[config.mk]
export PLATFORM = sky130hd
export DESIGN_NAME = embnew16k_pio_seq
export DESIGN_NICKNAME = d
export VERILOG_FILES = /design/src/rtl/embnew16k_pio_seq.sv
export SDC_FILE = /design/constraint.sdc
export NUM_CORES = 1
export LEC_CHECK = 0
export ABC_CLOCK_PERIOD_IN_PS = 2900
export BUFFER_PORTS_ARGS = -buffer_cell sky130_fd_sc_hd__clkbuf_2
export CAP_MARGIN = 20
export CORE_AREA = 2 2 114 116
export CTS_CLUSTER_DIAMETER = 60
export DETAILED_ROUTE_END_ITERATION = 8
export DIE_AREA = 0 0 116 118
export HOLD_SLACK_MARGIN = 0.05
export PLACE_DENSITY_LB_ADDON = 0.2
export SLEW_MARGIN = 20
export SYNTH_ARGS = -nofsm -noshare
export SYNTH_HDL_FRONTEND = slang
export SYNTH_SLANG_ARGS = --single-unit
[constraint.sdc]
create_clock -name clk -period 2.9 [get_ports clk]
set_input_delay 0.435 -clock clk [delete_from_list [all_inputs] [get_ports clk]]
set_output_delay 0.435 -clock clk [all_outputs]
set_load 0.02 [all_outputs]
[src/rtl/embnew16k_pio_seq.sv]
// embnew16k_pio_seq: pattern-table driven PIO write sequencer with a config slave
module embnew16k_pio_seq #(
  parameter int DEPTH = 8,
  parameter logic [15:0] DWELL_RST = 16'd0
) (
  input  logic        clk,
  input  logic        reset,
  input  logic [2:0]  address,
  input  logic        chipselect,
  input  logic        write_n,
  input  logic [31:0] writedata,
  output logic [31:0] readdata,
  output logic [2:0]  m_address,
  output logic        m_chipselect,
  output logic        m_write_n,
  output logic [31:0] m_writedata,
  input  logic        m_waitrequest,
  output logic        irq
);
  typedef enum logic [1:0] {IDLE, ISSUE, DWELL, NEXT} state_t;
  state_t state, state_nx;
  logic [7:0] tbl_val [DEPTH];
  logic [1:0] tbl_op [DEPTH];
  logic [2:0] idx, idx_nx, pidx, last;
  logic [15:0] dwell, cnt;
  logic [1:0] cur_op;
  logic loop, busy, wr, start, stop, stop_pend, last_hit, irq_set, irq_clr;
  logic unused_wdata;

  assign wr = chipselect && !write_n;
  assign busy = state != IDLE;
  assign start = wr && address == 3'd0 && writedata[0] && !writedata[2] && !busy;
  assign stop = wr && address == 3'd0 && writedata[2];
  assign last_hit = idx == last;
  assign idx_nx = last_hit ? 3'd0 : idx + 3'd1;
  assign irq_set = state == NEXT && last_hit && !loop && !stop;
  assign irq_clr = wr && address == 3'd1 && writedata[1];
  assign cur_op = tbl_op[idx];
  assign unused_wdata = ^writedata[31:16];

  always_comb begin
    state_nx = state;
    case (state)
      IDLE:  if (start) state_nx = tbl_op[0] == 2'b11 ? DWELL : ISSUE;
      ISSUE: if (!m_waitrequest) state_nx = (stop || stop_pend) ? IDLE : DWELL;
      DWELL: state_nx = stop ? IDLE : (cnt <= 16'd1 ? NEXT : DWELL);
      NEXT:  state_nx = (stop || (last_hit && !loop)) ? IDLE : (tbl_op[idx_nx] == 2'b11 ? DWELL : ISSUE);
      default: state_nx = IDLE;
    endcase
  end

  always_ff @(posedge clk) begin
    if (reset) begin
      state <= IDLE;
      idx <= 3'd0;
      pidx <= 3'd0;
      last <= 3'd0;
      loop <= 1'b0;
      irq <= 1'b0;
      dwell <= DWELL_RST;
      cnt <= 16'd0;
      stop_pend <= 1'b0;
    end else begin
      state <= state_nx;
      // a stop seen mid-stall is remembered until the pending write completes
      stop_pend <= state == ISSUE && state_nx == ISSUE && (stop || stop_pend);
      if (state_nx == DWELL && state != DWELL) cnt <= dwell;
      else if (state == DWELL) cnt <= cnt - 16'd1;
      if (start) idx <= 3'd0;
      else if (state == NEXT && state_nx != IDLE) idx <= idx_nx;
      if (wr && address == 3'd0) loop <= writedata[1];
      if (wr && address == 3'd2) dwell <= writedata[15:0];
      if (wr && !busy && address == 3'd3) last <= writedata[2:0];
      if (wr && !busy && address == 3'd4) pidx <= writedata[2:0];
      else if (wr && !busy && address == 3'd5) pidx <= pidx + 3'd1;
      irq <= irq_set || (irq && !irq_clr);
    end
  end

  always_ff @(posedge clk) begin
    if (wr && !busy && address == 3'd5) begin
      tbl_val[pidx] <= writedata[7:0];
      tbl_op[pidx] <= writedata[9:8];
    end
  end

  assign m_chipselect = state == ISSUE;
  assign m_write_n = !m_chipselect;
  assign m_address = !m_chipselect ? 3'd0 : cur_op == 2'b01 ? 3'd4 : cur_op == 2'b10 ? 3'd5 : 3'd0;
  assign m_writedata = m_chipselect ? {24'd0, tbl_val[idx]} : 32'd0;
  assign readdata = address == 3'd1 ? {25'd0, idx, 1'b0, loop, irq, busy} :
                    address == 3'd2 ? {16'd0, dwell} :
                    address == 3'd3 ? {29'd0, last} :
                    address == 3'd4 ? {29'd0, pidx} : 32'd0;
endmodule
==> impl_metrics.ini <==
[timing]
clock.fmax_mhz = 369
whs_ns = 0.241
slew_viol_final = 0
tns_ns = 0
fin_worst_skew_ns = 0.00924
finalWorstSetupSlack_ns = 0.188
setup_viol = 0
fin_crit_sh = 0.935
min_period_ns = 2.71
hold_viol = 0
slew-limit-headroom = 0.485
grt_setup_unrepaired = false
worst_pin_slew_ns = 0.770

[layout]
final_cell_mix = edfxtp_1, clkbuf_2, nand2_1, dfxtp_1, conb_1
num-nets-final = 645
final_area_sq_um = 7100
final_common_cell = edfxtp_1
drive_above_1_share = 0.221
antennaDiodeCount = 0
syn_to_final_growth_pct = 15.8

[critical_path]
path_buf_inv = 1
cp_top_family = multiplexers
startpoint_type = flop
worstPathMaxFanout = 5
path_cells = mux4_2 -> mux2_2 -> ha_1 -> nor2_1 -> clkbuf_2
end_kind = output port
crit_slowest_cell = mux4_2
arrival_ns = 2.28
cp.required_ns = 2.47
critical_path_class = reg2out
max_stage_delay_ns = 0.55

[global_route]
antenna_found_initial = 0
grt_pass1_vias = 4179
track_usage = 0.218
grt_pass1_wl_microns = 22500
gr-total-overflow = 0
grt_max_degree = 36

[floorplan]
start_util = 0.494
core-area_sq_um = 12400
die_x_microns = 116
rows = 41
io_pins = 110
dieArea_sq_um = 13700
die_y_microns = 118

[yosys]
synth_compound_area_frac = 0.100
synth_area_sq_um = 6130
muxShareOfSynthArea = 0.101
async_flop_share = 0
syn_avg_cell_area_sq_um = 11.6
synth_seq_cells = 129
synthAdderAreaFrac = 0.0102
ys_seq_area_frac = 0.552
synth-edff-count = 80
synth-main-ff-cell = edfxtp_1
synth_cell_type_count = 63
synth-xor-area-share = 0.0171
yosys.area_share.simple = 0.144
ys_warn_count = 0
synth_cells = 530
synth_top_family_by_area = simple AND/OR/NAND/NOR gates

[routing]
drt-pass1-iter-count = 5
ant_nets = 0
vias = 4376
drt-total-wl_microns = 14300
via_per_inst = 5.58
drc = 0
routedWlPerCell_microns = 18.2
drt_iter0_markers = 324

[clocking]
postCtsSetupRepairBufs = 0
cts_buffers = 17
clockBufferDepth = 2
cts_tree = yes
cts_num_sinks = 129
postCtsHoldBufs = 0
root_buffer = clkbuf_16
cts_resized = 0
clk_pin_slew_worst_paths_ns = 0.06
clk_latency_ns = 0.42
htree_levels = 4

[placement]
io_buffers = 52
dp_hpwl_microns = 9440
postPlaceCellArea_sq_um = 6540
dp_slack_ns = 0.417
routabilityCongestion = 0.871

[power_and_ir_drop]
ir_worst_vdd_v = 0.000363
power.density_nw_per_um2 = 593
p_leak_uw = 0.00251

[run]
maxCapViolCount = 0

[hold_path]
hp-class = in2reg

[outcome]
status = completed
## stage by stage
stage	instances	power [uW]	util
2_1_floorplan	570	2180	-
3_3_place_gp	753	2200	0.526
3_5_place_dp	753	2200	0.526
4_1_cts	784	4240	0.572
5_1_grt	784	4340	0.572
6_report	784	4210	0.572
## worst register-to-register path: stages, from the launching register on
cell,delay [ns]
dfxtp_1,0.37
nor4b_1,0.61
nand4_1,0.17
a31oi_1,0.40
nand3_2,0.29
and3_1,0.28
o31a_1,0.26
## path summary, 6_finish.rpt
kind / startpoint / to / slack, ns / cells past startpoint
max: flop / m_address[2] / 0.19 / 5
min: writedata[12] / dwell[12] / 0.24 / 3
max reg2reg: state[0] / cnt[1] / 0.41 / 6
min reg2reg: dwell[12] / dwell[12] / 0.47 / 2
## cell families (layout without fill, tap and decap cells)
logic type | Yosys count | in the layout
xor gates and xnor gates | 12 | 12
buffers and inverters | 77 | 119
muxes | 37 | 37
AOI/OAI and AO/OA | 95 | 95
and+or+nand+nor | 174 | 174
DFF | 129 | 129
adders and majority gates | 5 | 5
other | 1 | 41
## sequential cells by signal, indices dropped and copies added (netlist names), named ones only
register and count:
irq 1, idx 3, last 3, dwell 16
stop_pend 1, state 2, loop 1, cnt 16
tbl_val 64, pidx 3, tbl_op 16
## synthesized netlist by cell type (all sizes together) (4+ instances only)
cell     n  area, sq um
a31oi   13         81.3
mux4    20          450
a21oi   33          165
dfxtp   49          981
xor2     5         43.8
clkbuf  21         88.8
nor3     4         20.0
nand4    9         56.3
nor2b    6         37.5
buf     47          337
ha       5         62.6
nor4     6         43.8
mux2i   16          160
a22oi    8         60.1
nand3   15         80.1
and3     5         31.3
xnor2    7         61.3
a211oi   5         37.5
and2    14         87.6
nor2    39          146
o21ai   11         55.1
edfxtp  80         2400
inv      9         33.8
o31a     4         37.5
nand2   50          188
nand2b   7         43.8
## area by class of cell
| cell class | instances | area, sq um |
|---|---|---|
| sequential | 129 | 3380 |
| inverter | 9 | 33.8 |
| clock inverter | 13 | 139 |
| timing repair buffer | 79 | 463 |
| fill | 1045 | 5310 |
| clock buffer | 18 | 429 |
| tap | 172 | 215 |
| multi-input combinational | 364 | 2440 |
## routing by layer
| metal | vias to the layer above | track usage | share of wire |
|---|---|---|---|
| met5 | - | 0 | 0 |
| met4 | 0 | 0.0640 | 0.015 |
| met3 | 22 | 0.0525 | 0.067 |
| met2 | 190 | 0.354 | 0.49 |
| met1 | 2136 | 0.291 | 0.43 |
| li1 | 2028 | - | - |
## report_power, final
group / switching [uW] / leakage (uW) / internal, uW / total, uW
Combinational: 145 / 0.00113 / 55.9 / 201
Sequential: 11.4 / 0.00111 / 1960 / 1970
Clock: 785 / 0.000266 / 1260 / 2040
No activity file was read; power rests on OpenSTA's default activity.
